### src/rtl/fir_pkg.sv
// Shared definitions for the sequential-MAC FIR: state encoding, a
// constant-friendly clog2 and the round/saturate helper used on the
// accumulator before it reaches the output register.
package fir_pkg;

    typedef logic [1:0] state_t;

    localparam state_t IDLE   = 2'd0;
    localparam state_t CALC   = 2'd1;
    localparam state_t OUTPUT = 2'd2;
    localparam state_t CONFIG = 2'd3;

    // Working width for the round/saturate helper; wide enough for any
    // accumulator this block can be configured with.
    localparam int SAT_W = 128;

    // Ceiling log2, usable in parameter expressions.
    function automatic int clog2(input int value);
        int result;
        int rem;
        result = 0;
        rem    = value - 1;
        while (rem > 0) begin
            result = result + 1;
            rem    = rem >> 1;
        end
        return result;
    endfunction

    // Round half up by 'shift' bits, then clamp to a signed 'width'-bit range.
    function automatic logic signed [SAT_W-1:0] sat_round(
        input logic signed [SAT_W-1:0] acc,
        input int                      shift,
        input int                      width
    );
        logic signed [SAT_W-1:0] one;
        logic signed [SAT_W-1:0] s;
        logic signed [SAT_W-1:0] max_v;
        logic signed [SAT_W-1:0] min_v;
        logic signed [SAT_W-1:0] result;
        one = SAT_W'(1);
        s   = acc;
        if (shift > 0) begin
            s = s + (one <<< (shift - 1));
        end
        s     = s >>> shift;
        max_v = (one <<< (width - 1)) - one;
        min_v = -(one <<< (width - 1));
        if (s > max_v) begin
            result = max_v;
        end else if (s < min_v) begin
            result = min_v;
        end else begin
            result = s;
        end
        return result;
    endfunction

endpackage

### src/rtl/fir_seq_mac_if.sv
// Sample/control/result bundle between the sample source and the FIR.
//
// Handshake: a sample transfers on a rising clk edge where both
// s_axis_fir_tvalid and s_axis_fir_tready are high. tready is only high in
// IDLE with no coefficient-load or history-clear request pending; the
// source may hold tvalid high across busy cycles and the sample is taken
// on the first edge where tready is also high.
interface fir_seq_mac_if #(
    parameter int X_W = 8,
    parameter int Y_W = 16
);
    logic signed [X_W-1:0] x_n;
    logic                  s_axis_fir_tvalid;
    logic                  s_axis_fir_tready;
    logic                  s_set_coeffs;
    logic                  s_clear_hist;
    logic signed [Y_W-1:0] o_y_n;
    logic                  o_valid;
    logic                  o_busy;
    logic [1:0]            dbg_state;

    modport master (
        output x_n, s_axis_fir_tvalid, s_set_coeffs, s_clear_hist,
        input  s_axis_fir_tready, o_y_n, o_valid, o_busy, dbg_state
    );

    modport slave (
        input  x_n, s_axis_fir_tvalid, s_set_coeffs, s_clear_hist,
        output s_axis_fir_tready, o_y_n, o_valid, o_busy, dbg_state
    );
endinterface

### src/rtl/fir_mac_unit.sv
// Signed multiply-accumulate: acc <= 0 on clr, acc <= acc + a*b on en.
module fir_mac_unit #(
    parameter int A_W   = 8,
    parameter int B_W   = 8,
    parameter int ACC_W = 19
) (
    input  logic                    clk,
    input  logic                    reset,
    input  logic                    clr,
    input  logic                    en,
    input  logic signed [A_W-1:0]   a,
    input  logic signed [B_W-1:0]   b,
    output logic signed [ACC_W-1:0] acc
);
    localparam int P_W = A_W + B_W;

    logic signed [P_W-1:0]   prod;
    logic signed [ACC_W-1:0] acc_d;
    logic signed [ACC_W-1:0] acc_q;

    // Full-precision product, sign-extended into the accumulator width.
    always_comb begin
        prod  = P_W'(a) * P_W'(b);
        acc_d = acc_q;
        if (clr) begin
            acc_d = '0;
        end else if (en) begin
            acc_d = acc_q + ACC_W'(prod);
        end
    end

    // Accumulator register.
    always_ff @(posedge clk or posedge reset) begin
        if (reset) begin
            acc_q <= '0;
        end else begin
            acc_q <= acc_d;
        end
    end

    assign acc = acc_q;
endmodule

### src/rtl/fir_seq_mac.sv
// Time-multiplexed FIR: one MAC walks the tap bank once per accepted
// sample, then the rounded/saturated sum is registered onto o_y_n.
module fir_seq_mac
    import fir_pkg::*;
#(
    parameter int X_W       = 8,
    parameter int COEF_W    = 8,
    parameter int NUM_TAPS  = 8,
    parameter int Y_W       = 16,
    parameter int OUT_SHIFT = 0
) (
    input  logic          clk,
    input  logic          reset,
    fir_seq_mac_if.slave  bus
);
    localparam int              K_W    = clog2(NUM_TAPS);
    localparam int              ACC_W  = X_W + COEF_W + K_W;
    localparam logic [K_W-1:0]  K_LAST = K_W'(NUM_TAPS - 1);

    state_t                    state_q, state_d;
    logic signed [X_W-1:0]     buffs_q [NUM_TAPS];
    logic signed [X_W-1:0]     buffs_d [NUM_TAPS];
    logic signed [COEF_W-1:0]  taps_q  [NUM_TAPS];
    logic signed [COEF_W-1:0]  taps_d  [NUM_TAPS];
    logic [K_W-1:0]            k_q, k_d;
    logic signed [Y_W-1:0]     y_q, y_d;

    logic                      tready;
    logic                      accept;
    logic                      mac_clr;
    logic                      mac_en;
    logic signed [X_W-1:0]     mac_a;
    logic signed [COEF_W-1:0]  mac_b;
    logic signed [ACC_W-1:0]   acc;
    logic signed [SAT_W-1:0]   sat_full;
    logic                      sat_unused;

    fir_mac_unit #(
        .A_W   (X_W),
        .B_W   (COEF_W),
        .ACC_W (ACC_W)
    ) u_mac (
        .clk   (clk),
        .reset (reset),
        .clr   (mac_clr),
        .en    (mac_en),
        .a     (mac_a),
        .b     (mac_b),
        .acc   (acc)
    );

    // Scale the finished sum; only the low Y_W bits survive saturation.
    always_comb begin
        sat_full   = sat_round(SAT_W'(acc), OUT_SHIFT, Y_W);
        sat_unused = &{1'b0, sat_full[SAT_W-1:Y_W]};
    end

    // State register plus delay line, tap bank, tap counter and output.
    always_ff @(posedge clk or posedge reset) begin
        if (reset) begin
            state_q <= IDLE;
            k_q     <= '0;
            y_q     <= '0;
            for (int i = 0; i < NUM_TAPS; i++) begin
                buffs_q[i] <= '0;
                taps_q[i]  <= (i == 0) ? COEF_W'(1) : '0;
            end
        end else begin
            state_q <= state_d;
            k_q     <= k_d;
            y_q     <= y_d;
            for (int i = 0; i < NUM_TAPS; i++) begin
                buffs_q[i] <= buffs_d[i];
                taps_q[i]  <= taps_d[i];
            end
        end
    end

    // Next state and datapath updates; requests outside IDLE/CONFIG are dropped.
    always_comb begin
        state_d = state_q;
        k_d     = k_q;
        y_d     = y_q;
        mac_clr = 1'b0;
        mac_en  = 1'b0;
        mac_a   = buffs_q[k_q];
        mac_b   = taps_q[k_q];
        for (int i = 0; i < NUM_TAPS; i++) begin
            buffs_d[i] = buffs_q[i];
            taps_d[i]  = taps_q[i];
        end
        case (state_q)
            IDLE: begin
                if (bus.s_set_coeffs) begin
                    state_d = CONFIG;
                end else if (bus.s_clear_hist) begin
                    for (int i = 0; i < NUM_TAPS; i++) begin
                        buffs_d[i] = '0;
                    end
                end else if (accept) begin
                    for (int i = 1; i < NUM_TAPS; i++) begin
                        buffs_d[i] = buffs_q[i-1];
                    end
                    buffs_d[0] = bus.x_n;
                    mac_clr    = 1'b1;
                    k_d        = '0;
                    state_d    = CALC;
                end
            end
            CALC: begin
                mac_en = 1'b1;
                if (k_q == K_LAST) begin
                    k_d     = '0;
                    state_d = OUTPUT;
                end else begin
                    k_d = k_q + K_W'(1);
                end
            end
            OUTPUT: begin
                y_d     = sat_full[Y_W-1:0];
                state_d = IDLE;
            end
            CONFIG: begin
                if (bus.s_set_coeffs) begin
                    for (int i = 1; i < NUM_TAPS; i++) begin
                        taps_d[i] = taps_q[i-1];
                    end
                    taps_d[0] = bus.x_n[COEF_W-1:0];
                end else begin
                    state_d = IDLE;
                end
            end
            default: begin
                state_d = IDLE;
            end
        endcase
    end

    // Handshake and status outputs, decoded from the current state.
    always_comb begin
        tready = (state_q == IDLE) && !bus.s_set_coeffs && !bus.s_clear_hist && !reset;
        accept = tready && bus.s_axis_fir_tvalid;
        bus.s_axis_fir_tready = tready;
        bus.o_valid           = (state_q == OUTPUT);
        bus.o_busy            = (state_q != IDLE);
        bus.o_y_n             = y_q;
        bus.dbg_state         = state_q;
    end
endmodule

### src/flat_wrapper.sv
// flat-port wrapper written by rule: the top's interface ports become plain ports
module fir_seq_mac_flat import fir_pkg::*;
#(
    parameter int X_W       = 8,
    parameter int COEF_W    = 8,
    parameter int NUM_TAPS  = 8,
    parameter int Y_W       = 16,
    parameter int OUT_SHIFT = 0
)
  (clk, reset, bus_x_n, bus_s_axis_fir_tvalid, bus_s_set_coeffs, bus_s_clear_hist, bus_s_axis_fir_tready, bus_o_y_n, bus_o_valid, bus_o_busy, bus_dbg_state);
  fir_seq_mac_if #(.X_W(X_W), .Y_W(Y_W)) bus_i ();
  input  logic clk;
  input  logic reset;
  input wire logic [$bits(bus_i.x_n)-1:0] bus_x_n;
  input wire logic [$bits(bus_i.s_axis_fir_tvalid)-1:0] bus_s_axis_fir_tvalid;
  input wire logic [$bits(bus_i.s_set_coeffs)-1:0] bus_s_set_coeffs;
  input wire logic [$bits(bus_i.s_clear_hist)-1:0] bus_s_clear_hist;
  output wire logic [$bits(bus_i.s_axis_fir_tready)-1:0] bus_s_axis_fir_tready;
  output wire logic [$bits(bus_i.o_y_n)-1:0] bus_o_y_n;
  output wire logic [$bits(bus_i.o_valid)-1:0] bus_o_valid;
  output wire logic [$bits(bus_i.o_busy)-1:0] bus_o_busy;
  output wire logic [$bits(bus_i.dbg_state)-1:0] bus_dbg_state;
  assign bus_i.x_n = bus_x_n;
  assign bus_i.s_axis_fir_tvalid = bus_s_axis_fir_tvalid;
  assign bus_i.s_set_coeffs = bus_s_set_coeffs;
  assign bus_i.s_clear_hist = bus_s_clear_hist;
  assign bus_s_axis_fir_tready = bus_i.s_axis_fir_tready;
  assign bus_o_y_n = bus_i.o_y_n;
  assign bus_o_valid = bus_i.o_valid;
  assign bus_o_busy = bus_i.o_busy;
  assign bus_dbg_state = bus_i.dbg_state;
  fir_seq_mac #(.X_W(X_W), .COEF_W(COEF_W), .NUM_TAPS(NUM_TAPS), .Y_W(Y_W), .OUT_SHIFT(OUT_SHIFT)) u_core (.clk(clk), .reset(reset), .bus(bus_i));
endmodule
### config.mk
export PLATFORM = sky130hd
export DESIGN_NAME = fir_seq_mac_flat
export DESIGN_NICKNAME = d
export VERILOG_FILES = /design/src/rtl/fir_pkg.sv /design/src/rtl/fir_seq_mac_if.sv /design/src/rtl/fir_mac_unit.sv /design/src/rtl/fir_seq_mac.sv /design/src/flat_wrapper.sv
export SDC_FILE = /design/constraint.sdc
export NUM_CORES = 1
export LEC_CHECK = 0
export BUFFER_PORTS_ARGS = -buffer_cell sky130_fd_sc_hd__buf_2
export CORE_ASPECT_RATIO = 1.1
export CORE_MARGIN = 2
export CORE_UTILIZATION = 55
export DETAILED_ROUTE_END_ITERATION = 10
export GPL_TIMING_DRIVEN = 0
export PLACE_DENSITY = 0.72
export SETUP_SLACK_MARGIN = 0.3
export SLEW_MARGIN = 20
export SYNTH_ARGS = -nofsm -noshare
export SYNTH_HDL_FRONTEND = slang
export SYNTH_SLANG_ARGS = --single-unit
### constraint.sdc
create_clock -name clk -period 16.55 [get_ports clk]
set_input_delay 0.8275 -clock clk [delete_from_list [all_inputs] [get_ports clk]]
set_output_delay 0.8275 -clock clk [all_outputs]
set_load 0.05 [all_outputs]
**Word level (Yosys, flattened, before mapping)**

Index checks and enable logic that the tools add are counted.

- Flip-flop bits (word level): 168
- Bits of input ports: 13
- Logic and storage cells: 83
- Output and inout bits: 21

- Mux-type cells: 28
- Reductions and logical operators: 16
- Bitwise operators: 2
- Equality and inequality tests: 11
- $mul: 1
- Magnitude comparators: 3
- $add $sub $neg: 2

Operator list:

| operator | number |
|---|---|
| 64-bit 2-to-1 mux | 2 |
| 8-bit binary-select mux with 3-bit select | 2 |
| 19-bit 2-to-1 mux | 2 |
| 16-bit 2-to-1 mux | 2 |
| 8-bit 2-to-1 mux | 4 |
| 19-bit by 16-bit adder with 19-bit output | 1 |
| 19-bit by 16-bit greater-than comparator with 1-bit output (second input constant) | 1 |
| 19-bit by 16-bit less-than comparator with 1-bit output (second input constant) | 1 |
| 8-bit by 8-bit multiplier with 16-bit output | 1 |
| 3-bit 2-to-1 mux | 4 |
| 2-bit 2-to-1 mux | 5 |
| 2-bit case mux with 4 select lines | 1 |
| 4-bit AND reduction | 2 |
| 2-bit nonzero test | 4 |
| 2-bit != test (second input constant) | 3 |
| 3-bit case mux with 2 select lines | 1 |
| 1-bit 2-to-1 mux | 5 |
| 2-bit == test (second input constant) | 2 |
| 4-bit greater-or-equal comparator (second input constant) | 1 |
| 1-bit logical AND | 4 |
| 2-bit by 1-bit != test with 1-bit output (second input constant) | 2 |
| 3-bit NOT with 4-bit output | 1 |
| 3-bit by 1-bit adder with 3-bit output (second input constant) | 1 |
| 3-bit == test (second input constant) | 1 |
| 8 further kinds | 10 |

**Longest topological paths before layout**

Gate-level depths: netlist of the first run.

- Depth after elaboration: 10
- Mapped depth: 22
- Gate-level depth less buffers: 20

**By module**

Synthesis of the first run repeated with hierarchy kept, for this count alone.

- Cell total of the unflattened synthesis: 846
- Area, all modules: 10717.8 sq um

Modules (own cells, without submodules):

| module | area each (sq um) | cells an instance | times used |
|---|---|---|---|
| fir_seq_mac | 6438.7 | 410 | 1 |
| fir_mac_unit | 4279.1 | 436 | 1 |

**Worst setup path after synthesis of the first run**

OpenSTA, ideal clock, no wires.

- Kind: register to register
- Start: register u_core.k_q[1]
- End: register u_core.u_mac.acc_q[16] (netlist: u_core.u_mac.acc[16])
- Period minus slack after synthesis: 5.793 ns
- Setup slack: 10.757 ns
- Data required time: 16.423 ns
- Buffers on the path: 3
- Cell stages (with the launch flop): 19
- Data arrival time: 5.666 ns
- Cells stage by stage: dfrtp_1 buf_6 buf_4 buf_2 mux4_2 mux2_2 nor2b_1 fa_1 fa_1 fa_1 fa_1 ha_1 ha_1 or3_1 o221a_2 a21oi_2 nor3_1 o31ai_1 nand2_1

- Cells in the longest elaborated chain, start to end: 8
- Elaborated cells on any way between the ends: 11

RTL lines:

| what | RTL line | source |
|---|---|---|
| from (decl) | fir_seq_mac.sv:25 | `logic [K_W-1:0] k_q, k_d;` |
| from (signal assigned) | fir_seq_mac.sv:70 | `k_q <= k_d;` |
| 3-bit NOT with 4-bit output (implied by the code) (*) | fir_seq_mac.sv:86, fir_seq_mac.sv:87 |  |
| 8-bit binary-select mux with 3-bit select, on equally long branches | fir_seq_mac.sv:86, fir_seq_mac.sv:87 |  |
| 8-bit 2-to-1 mux, on equally long branches (2 in series) | fir_seq_mac.sv:86, fir_seq_mac.sv:87 |  |
| 8-bit by 8-bit multiplier with 16-bit output (*) | fir_mac_unit.sv:23 | `prod = P_W'(a) * P_W'(b);` |
| 19-bit by 16-bit adder with 19-bit output (*) | fir_mac_unit.sv:28 | `acc_d = acc_q + ACC_W'(prod);` |
| 19-bit 2-to-1 mux (*) | fir_mac_unit.sv:27 | `end else if (en) begin` |
| 19-bit 2-to-1 mux (*) | fir_mac_unit.sv:25 | `if (clr) begin` |
| to (signal assigned) | fir_mac_unit.sv:35 | `acc_q <= '0;` |
| to (signal assigned) | fir_mac_unit.sv:37 | `acc_q <= acc_d;` |
| to (decl) | fir_mac_unit.sv:19 | `logic signed [ACC_W-1:0] acc_q;` |

Every way passes the cells marked *; elsewhere a longest branch is shown, timed or not. The select of a mux whose other input is x is not followed.
A chain may end at the register's enable or synchronous reset.

**Worst setup path in the final report of the first run**

- Start: register u_core.k_q[1]
- End: register u_core.u_mac.acc_q[17] (netlist: u_core.u_mac.acc[17])

The elaborated chain is that of the path after synthesis.

==> metrics, run 1 <==
status finished clean; IO Count 34; critical-path cell list buf_6, buf_4, buf_2, mux4_2, mux2_2, nor2b_2, fa_1, fa_1, fa_1, fa_1, ha_1, ha_1, o21a_1, o21ai_0, nand2_1, a31oi_1, nor4_1, a211o_1; Core Area a little under 20000 um^2; CTS tree done; Max-Cap Viols 0; number of global-route vias before repair between 7000 and 8000; routed vias roughly 7300; FF-to-FF End u_core.u_mac.acc[17]; final slew viol count 0; post-synth cell types 53; Initial Util around 56%; CTS root buffer clkbuf_16; met1 WL 10300 um; RSZ-0062 raised after global routing false; # diodes 0; Post-Syn Nets 1136; Final Wtd Congestion about 0.86; R2R Path Start u_core.k_q[1]; DRC 0; CTS sink cnt 168; clk buf depth 2; Worst setup EP type flop; Worst EP required ~17 ns; Synth Flop Type dfrtp_1; Worst-Margin Slew around 0.88 ns; Routed wire per std cell 17.9 um; Commonest cells post-synth dfrtp_1, nand2_1, o21ai_0, inv_1, fa_1; register area approximately 4200 um^2; hold path depth 2; initial antenna violation count 0; Mean Syn Cell Area between 10 and 15 um^2; Crit path arrival time 6.76 ns; Synth area leaders dfrtp_1, fa_1, mux2_2, mux4_2, ha_1; worst hold margin roughly 0.46 ns; gr ovfl total 0; later-pin clock latency in the skew report 0.44 ns; Die X between 100 and 150 um; # resized after CTS 0; sequential-to-total area share from yosys stat roughly 38%; Post-synth ARST share between 90% and 100%; first drt pass iteration count 4; max incr delay on CP 0.63 ns; slowest CP cell nor2b_2; top sig layer met4; # rows between 50 and 60; DR vias/cell approximately 5.6; largest net degree at the start of global routing around 100; f_max 155 MHz; Crit path depth 18; antenna viol nets, final 0; multi-input logic area approximately 6300 um^2; Worst Reg-to-Reg Cells 18; # setup viols final 0; clock slew at the register clock pins of the worst setup and hold paths 0.07 ns; Nets around 1200; Initial DRC Count about 420; DR WL met2 around 12000 um; fin crit share between 30% and 40%; GR Util All Layers 23.4%; Mapped Cells 993; Die H between 150 and 200 um; WL final 23400 um; first-pass GRT wire length 39500 um; Setup crit start kind flop; #FFs+latches synth 168; Final Hold Viols 0; timing endpoint of the critical path u_core.u_mac.acc[17]; CTS H-tree depth 4; fin crit period approximately 6.4 ns; Syn. warnings 0; mapped cell area approximately 11000 um^2; crit-path leading delay family adder cells; worst clock skew approximately 0.012 ns; Met3 Routed Length ~800 um; Post-CTS Repair Setup Buffers 0; Fillers 1598; setup TNS 0 ns; crit-path most repeated cell fa_1; post-synth top area cell dfrtp_1; critical path buffer and inverter count 3; DPL Wire Length 17200 um; most common cell in the netlist dfrtp_1; worst hold start u_core.bus.o_y_n[5]; synthesis-to-finish area growth 10.1%; Port Buffers 33; Synth top area share a little under two fifths; CP Class flop to flop; FF-to-FF setup slack between 10 and 15 ns; Die ar. 21400 um^2; Slew headroom roughly two fifths; # hold bufs at CTS 0; CTS Buf Count 17; layout cells sized above 1 roughly a fifth; Hold Path Class flop to flop; crit-path max FO 11; Post-synth EDFFs 0; crit path from u_core.k_q[1]
## stage by stage
| stage | instance area, um^2 | util (%) | instances | setup slack (ns) |
|---|---|---|---|---|
| 4_1_cts | 12300 | 61.8 | 1311 | 9.77 |
| 6_report | 12300 | 61.8 | 1311 | 10.12 |
| 5_1_grt | 12300 | 61.8 | 1311 | 9.85 |
| 3_5_place_dp | 11700 | 58.7 | 1279 | 9.83 |
| 3_3_place_gp | 11600 | 58.5 | 1278 | 9.18 |
| 2_1_floorplan | 11100 | - | 993 | 10.76 |
## state kept, by name (all words and copies together), names as in the netlist
| signal | flops |
|---|---|
| u_core.k_q | 3 |
| u_core.buffs_q | 64 |
| u_core.taps_q | 64 |
| u_core.bus.dbg_state | 2 |
| u_core.bus.o_y_n | 16 |
| u_core.u_mac.acc | 19 |
## per-layer routing
metal  vias to the layer above  track usage, %
met1                      3725            31.0
met4                         0            7.76
met5                         -               0
met2                       167            39.7
met3                        45            3.57
li1                       3402               -
## area by class of cell
cell class / count / share of cell area [%]
plain buffers: 47 / 1.99
multi-input cells: 679 / 51.5
clock buffers: 17 / 3.47
flip-flops and latches: 168 / 34.3
well taps: 252 / 2.57
inverters: 99 / 3.10
repair buffers: 34 / 1.57
clock inverters: 15 / 1.51
## placed cells by master, fill, tap and decap left out, types with 10 or more instances in the layout
master / n
ha_1: 46
or2_1: 10
clkbuf_16: 17
dfrtp_1: 167
inv_1: 92
a21oi_1: 14
nand2_1: 117
buf_2: 48
o21ai_0: 94
mux2i_4: 11
mux4_2: 32
clkbuf_1: 23
a22o_1: 10
mux2_2: 69
fa_1: 84
nor2_1: 46
xnor2_1: 10
nand2b_1: 75
## how the worst min path moves through the flow
stage | endpoint | slack [ns]
final | u_core.bus.o_y_n[5] | 0.46
after global routing | u_core.bus.o_y_n[4] | 0.49
after CTS | u_core.bus.o_y_n[7] | 0.47
after detailed placement | u_core.bus.o_y_n[7] | 0.45
after global placement | u_core.bus.o_y_n[7] | 0.44
after floorplan | u_core.buffs_q[0] | 0.44
## kinds of logic after synthesis
| group | Yosys count | synth area share, % |
|---|---|---|
| AOI/OAI and AO/OA | 141 | 7.25 |
| xor gates and xnor gates | 17 | 1.34 |
| muxes | 117 | 16.2 |
| DFF | 168 | 37.7 |
| and+or+nand+nor | 274 | 11.7 |
| buffers and inverters | 146 | 5.53 |
| adders and majority gates | 130 | 20.3 |
## worst reg2reg max path: cells and delay by family (launching register included)
family | cells | cell delay, ns
fa+ha+maj | 6 | 2.72
compound gates | 4 | 1.04
simple gates | 3 | 0.85
buf+inv | 3 | 0.76
mux | 2 | 0.54
flops | 1 | 0.42
Power of run 1 is not shown: default switching activity piles up to over one toggle a cycle in this logic, so the estimate is an artifact.
==> inputs of run 2 (changes only) <==
--- a/config.mk
+++ b/config.mk
@@ -5,6 +5,7 @@
 export SDC_FILE = /design/constraint.sdc
 export NUM_CORES = 1
 export LEC_CHECK = 0
+export ABC_AREA = 1
 export BUFFER_PORTS_ARGS = -buffer_cell sky130_fd_sc_hd__buf_2
 export CORE_ASPECT_RATIO = 1.1
 export CORE_MARGIN = 2
==> constraint.sdc (replaced) <==
create_clock -name clk -period 6.2 [get_ports clk]
set_input_delay 0.31 -clock clk [delete_from_list [all_inputs] [get_ports clk]]
set_output_delay 0.31 -clock clk [all_outputs]
set_load 0.05 [all_outputs]
==> run 2 against run 1 <==
First-iteration DRC count increased by 100%. Global-route usage increased by 5.0 points. Area after synthesis increased by 1.2%. Critical path type unchanged. Utilization increased by 1.2 points.
==> metrics, run 2 <==
first drt pass iteration count 5 (was 4); met1 WL 13100 um (was 10300 um); Post-Synth Simple-Gate Area 16.2% (was 11.7%); Worst EP required 6.53 ns (was 16.88 ns); DR vias/cell 5.57 (was 5.60); post-synth top area cell dfrtp_1 (unchanged); Nets 1577 (was 1189); Worst setup EP type flop (unchanged); Initial Util 56.4% (was 56.1%); top flop regs u_core.buffs_q x64, u_core.taps_q x64, u_core.u_mac.acc x19 (unchanged); f_max 176 MHz (was 155 MHz); Routed wire per std cell 17.3 um (was 17.9 um); # setup viols final 0 (unchanged); CTS sink cnt 168 (unchanged); RSZ-0062 raised after global routing false (unchanged); DRC 0 (unchanged); post-route cell area 12600 um^2 (was 12300 um^2); Slew headroom 53.5% (was 41.5%); first-pass GRT wire length 48300 um (was 39500 um); Worst-Margin Slew 0.697 ns (was 0.877 ns); CP Class flop to flop (unchanged); DR WL met2 13500 um (was 11700 um); xor and xnor area share after synthesis 0.155% (was 1.34%); Synth area leaders dfrtp_1, fa_1, nand2_1, inv_1, o21ai_0 (was dfrtp_1, fa_1, mux2_2, mux4_2, ha_1); critical-path cell list buf_4, buf_4, a21oi_1, o21ai_0, nand3_1, o21ai_4, inv_1, nand2_1, fa_1, fa_1, inv_1, fa_1, fa_1, fa_1, ha_2, nand2_1, o211ai_1, nand2_1, nand2_1, nand2_1, nand3_1, nand2_1 (was buf_6, buf_4, buf_2, mux4_2, mux2_2, nor2b_2, fa_1, fa_1, fa_1, fa_1, ha_1, ha_1, o21a_1, o21ai_0, nand2_1, a31oi_1, nor4_1, a211o_1); post-synth cell types 39 (was 53); CTS H-tree depth 4 (unchanged); final slew viol count 0 (unchanged); Syn. warnings 0 (unchanged); crit-path most repeated cell nand2_1 (was fa_1); commonest non-fill, non-tap cell in the layout nand2_1 (was dfrtp_1); synthesis-to-finish area growth 11.8% (was 10.1%); number of global-route vias before repair 9478 (was 7839); # hold bufs at CTS 0 (unchanged); gr ovfl total 0 (unchanged); CTS tree done (unchanged); CTS Buf Count 17 (unchanged); GR Util All Layers 28.4% (was 23.4%); Initial DRC Count 849 (was 422); most frequent cells in the layout nand2_1, inv_1, o21ai_0, dfrtp_1, nand3_1 (was dfrtp_1, nand2_1, o21ai_0, inv_1, fa_1); slowest CP cell fa_1 (was nor2b_2); largest family of logic cells by synthesized area adder cells (unchanged); layout cells sized above 1 12.2% (was 20.4%); Setup crit start kind flop (unchanged); WL final 29300 um (was 23400 um); antenna viol nets, final 0 (unchanged); CTS root buffer clkbuf_16 (unchanged); IO Count 34 (unchanged); fin crit share 91.8% (was 38.9%); DPL Wire Length 21300 um (was 17200 um); Commonest cells post-synth nand2_1, inv_1, o21ai_0, dfrtp_1, nand3_1 (was dfrtp_1, nand2_1, o21ai_0, inv_1, fa_1); largest net degree at the start of global routing 100 (was 102); worst clock skew 0.0115 ns (was 0.0117 ns); Post-Syn Nets 1511 (was 1136); max incr delay on CP 0.55 ns (was 0.63 ns); Port Buffers 33 (unchanged); mapped cell area 11300 um^2 (was 11100 um^2); sequential-to-total area share from yosys stat 37.3% (was 37.7%); #FFs+latches synth 168 (unchanged); most common cell in the netlist nand2_1 (was dfrtp_1); Post-synth ARST share 100% (unchanged); Max-Cap Viols 0 (unchanged); Met3 Routed Length 1920 um (was 792 um); Final Wtd Congestion 0.893 (was 0.856); crit-path max FO 10 (was 11); routed vias 9469 (was 7339); clk buf depth 2 (unchanged); # rows 54 (unchanged); top sig layer met4 (unchanged); # diodes 0 (unchanged); Core Area 20000 um^2 (was 19900 um^2); fin crit period 5.69 ns (was 6.43 ns); Final Hold Viols 0 (unchanged); initial antenna violation count 0 (unchanged); Hold Path Class input port to async pin (was flop to flop); Crit path arrival time 6.02 ns (was 6.76 ns); Synth Flop Type dfrtp_1 (unchanged); Synth top area share 37.1% (was 37.5%); Die X 141 um (was 140 um); Post-synth EDFFs 0 (unchanged); Die H 154 um (was 153 um); Die ar. 21700 um^2 (was 21400 um^2); Synth Area in Compound Gates 15.2% (was 7.25%); status finished clean (unchanged); Post-Synth Adder-Cell Area 20.0% (was 20.3%); clock slew at the register clock pins of the worst setup and hold paths 0.07 ns (about the same); later-pin clock latency in the skew report 0.45 ns (was 0.44 ns); Worst Reg-to-Reg Cells 22 (was 18); Mean Syn Cell Area 8.24 um^2 (was 11.2 um^2); multiplexer share of the synthesized area 0% (was 16.2%); DP Area 11800 um^2 (was 11700 um^2); Mapped Cells 1368 (was 993)
==> run 2: final cells by class <==
type,instances,area [um^2]
inverters,249,942
repair buffers,47,294
plain buffers,61,347
well taps,252,315
clock buffers,18,439
multi-input cells,890,5900
flip-flops and latches,168,4210
clock inverters,14,158
fillers,1729,7400
==> run 2: stage by stage <==
step	TNS (ns)	setup slack [ns]	hold WS, ns	cells	util (%)
after floorplan	0	0.698	0.405	1368	-
after global routing	0	0.266	0.0979	1699	63.0
after detailed placement	-1.00	-0.223	0.457	1654	59.0
after CTS	0	0.313	0.0580	1687	62.0
final	0	0.511	0.0272	1699	63.0
after global placement	-108.35	-0.660	0.452	1653	58.8
==> run 2: timing repair <==
action	CTS	global route
setup endpoints to repair	11	11
resized for setup	3	42
setup buffers	1	12
pin swaps	1	10
==> run 2: routing by layer <==
metal | vias up | global-route usage [%]
met2 | 345 | 45.2
met5 | - | 0
met4 | 0 | 10.3
met3 | 65 | 4.02
li1 | 4462 | -
met1 | 4597 | 40.2
==> run 2: cell families (layout without fill, tap and decap cells) <==
family | after synthesis | count (layout)
XOR/XNOR | 2 | 2
AND/OR/NAND/NOR | 437 | 437
AO/OA/AOI/OAI | 321 | 321
adder cells (fa/ha/maj) | 130 | 130
buffers and inverters | 310 | 389
flip-flops | 168 | 168
==> run 2: worst max-delay path, delay by kind of cell (launching register included) <==
family,cells,cell delay (ns)
compound gates,4,0.72
flops,1,0.45
simple gates,8,0.77
buf+inv,4,0.59
fa+ha+maj,6,3.03
==> run 2: path summary, 6_finish.rpt <==
kind	startpoint	to	slack, ns
min in group clk	bus_x_n[5]	u_core.taps_q[61]	0.09
hold / removal	reset	u_core.taps_q[11]	0.03
setup reg to reg	u_core.k_q[0]	u_core.u_mac.acc[17]	0.51
setup / recovery	u_core.k_q[0]	u_core.u_mac.acc[17]	0.51
hold reg to reg	u_core.bus.o_y_n[15]	u_core.bus.o_y_n[15]	0.47
max in group asynchronous	reset	u_core.buffs_q[24]	5.37
Power of run 2 is left out for the same reason.
==> inputs of run 3 (changes only) <==
--- a/config.mk
+++ b/config.mk
@@ -9,10 +9,9 @@
 export BUFFER_PORTS_ARGS = -buffer_cell sky130_fd_sc_hd__buf_2
 export CORE_ASPECT_RATIO = 1.1
 export CORE_MARGIN = 2
-export CORE_UTILIZATION = 55
+export CORE_UTILIZATION = 41
 export DETAILED_ROUTE_END_ITERATION = 10
 export GPL_TIMING_DRIVEN = 0
-export PLACE_DENSITY = 0.72
 export SETUP_SLACK_MARGIN = 0.3
 export SLEW_MARGIN = 20
 export SYNTH_ARGS = -nofsm -noshare
==> run 3 against run 2 <==
Maximum frequency rose by 1.2%. Final area grew 0.76%. Global-route usage decreased by 6.1 points. Critical path type unchanged. Count of clock-buffer cells in the layout is 1 higher. Via count shrank 2.1%.
==> metrics, run 3 (synthesis results as in run 2) <==
# setup viols final 0 (unchanged); # rows 63 (was 54); Setup crit start kind flop (unchanged); crit-path most repeated cell nand2_1 (unchanged); gr ovfl total 0 (unchanged); Die ar. 28800 um^2 (was 21700 um^2); slowest CP cell fa_1 (unchanged); clk buf depth 2 (unchanged); Initial DRC Count 722 (was 849); Worst EP required 6.55 ns (was 6.53 ns); CTS sink cnt 168 (unchanged); IO Count 34 (unchanged); post-route cell area 12700 um^2 (was 12600 um^2); WL final 30200 um (was 29300 um); Routed wire per std cell 16.8 um (was 17.3 um); Die X 162 um (was 141 um); Worst setup EP type flop (unchanged); Hold Path Class input port to flop (was input port to async pin); first-pass GRT wire length 49400 um (was 48300 um); largest net degree at the start of global routing 90 (was 100); hold endpoint u_core.taps_q[56]; Die H 178 um (was 154 um); FF-to-FF End u_core.u_mac.acc[14] (was u_core.u_mac.acc[17]); Slew headroom 54.4% (was 53.5%); Worst-Margin Slew 0.684 ns (was 0.697 ns); R2R Path Start u_core.k_q[1] (was u_core.k_q[0]); worst clock skew 0.0143 ns (was 0.0115 ns); critical path buffer and inverter count 7 (was 4); CP Class flop to flop (unchanged); CTS Buf Count 17 (unchanged); top flop regs u_core.buffs_q x64, u_core.taps_q x64, u_core.u_mac.acc x19 (unchanged); RSZ-0062 raised after global routing false (unchanged); # diodes 0 (unchanged); CTS H-tree depth 4 (unchanged); Max-Cap Viols 0 (unchanged); DPL Wire Length 22400 um (was 21300 um); hold path depth 3; number of global-route vias before repair 9142 (was 9478); clock slew at the register clock pins of the worst setup and hold paths 0.07 ns (about the same); FF-to-FF setup slack 0.58 ns (was 0.51 ns); DR vias/cell 5.15 (was 5.57); routed vias 9271 (was 9469); Crit path arrival time 5.97 ns (was 6.02 ns); DRC 0 (unchanged); Final Wtd Congestion 0.897 (was 0.893); crit path from u_core.k_q[1] (was u_core.k_q[0]); status finished clean (unchanged); setup TNS 0 ns (unchanged); GR Util All Layers 22.2% (was 28.4%); most frequent cells in the layout nand2_1, inv_1, o21ai_0, dfrtp_1, nand3_1 (unchanged); CTS root buffer clkbuf_16 (unchanged); CTS tree done (unchanged); Core Area 27000 um^2 (was 20000 um^2); max incr delay on CP 0.56 ns (was 0.55 ns); Port Buffers 33 (unchanged); first drt pass iteration count 5 (unchanged); fin crit period 5.62 ns (was 5.69 ns); worst setup margin 0.578 ns (was 0.511 ns); layout cells sized above 1 11.6% (was 12.2%); Crit path depth 27 (was 22); final slew viol count 0 (unchanged); post-place setup slack -0.273 ns (was -0.223 ns); crit-path leading delay family adder cells (unchanged); worst hold start bus_x_n[0]; f_max 178 MHz (was 176 MHz); Final Hold Viols 0 (unchanged); fin crit share 90.7% (was 91.8%); Nets 1572 (was 1577); Initial Util 41.7% (was 56.4%); later-pin clock latency in the skew report 0.44 ns (was 0.45 ns); initial antenna violation count 0 (unchanged); antenna viol nets, final 0 (unchanged); DP Area 11900 um^2 (was 11800 um^2); synthesis-to-finish area growth 12.6% (was 11.8%); Worst Reg-to-Reg Cells 27 (was 22); commonest non-fill, non-tap cell in the layout nand2_1 (unchanged); crit-path max FO 10 (unchanged)
[run 3: per-layer routing]
metal	GRT usage (%)	vias up	share of wire [%]
li1	-	4447	-
met1	30.9	4524	47
met5	0	-	0
met3	4.81	36	6.1
met4	6.23	0	1.7
met2	35.2	264	46
[run 3: worst max path at each step]
stage	endpoint	slack, ns
floorplan	u_core.u_mac.acc[18]	0.70
global placement	u_core.u_mac.acc[18]	-0.86
detailed placement	u_core.u_mac.acc[18]	-0.27
CTS	u_core.u_mac.acc[17]	0.31
global route	u_core.u_mac.acc[14]	0.31
finish	u_core.u_mac.acc[14]	0.58
[run 3: metrics by stage]
| step | hold slack (ns) | instances | util (%) |
|---|---|---|---|
| 2_1_floorplan | 0.405 | 1368 | - |
| 3_3_place_gp | 0.453 | 1758 | 44.0 |
| 3_5_place_dp | 0.456 | 1759 | 44.1 |
| 4_1_cts | 0.105 | 1793 | 46.4 |
| 5_1_grt | 0.132 | 1799 | 47.0 |
| 6_report | 0.122 | 1799 | 47.0 |
[run 3: area by class of cell]
| cell class | count | area (um^2) |
|---|---|---|
| repair buffers | 42 | 280 |
| clock inverters | 13 | 140 |
| multi-input cells | 890 | 5900 |
| well taps | 357 | 447 |
| inverters | 249 | 946 |
| flip-flops and latches | 168 | 4210 |
| clock buffers | 19 | 433 |
| fillers | 2639 | 14300 |
| plain buffers | 61 | 342 |
[run 3: repair_timing]
action                     CTS  global route
setup buffers                1             6
hold endpoints to repair    20             0
resized for setup            3            36
setup endpoints to repair   12            11
hold buffers                 1             0
pin swaps                    1             6
[run 3: worst reg2reg max path, delay by kind of cell, from the launching register on]
| kind | cells | cell delay (ns) |
|---|---|---|
| adder cells (fa/ha/maj) | 6 | 2.87 |
| buffers and inverters | 7 | 0.91 |
| AND/OR/NAND/NOR | 10 | 0.91 |
| AO/OA/AOI/OAI | 4 | 0.44 |
| flip-flops | 1 | 0.42 |
Power of run 3 is left out for the same reason.
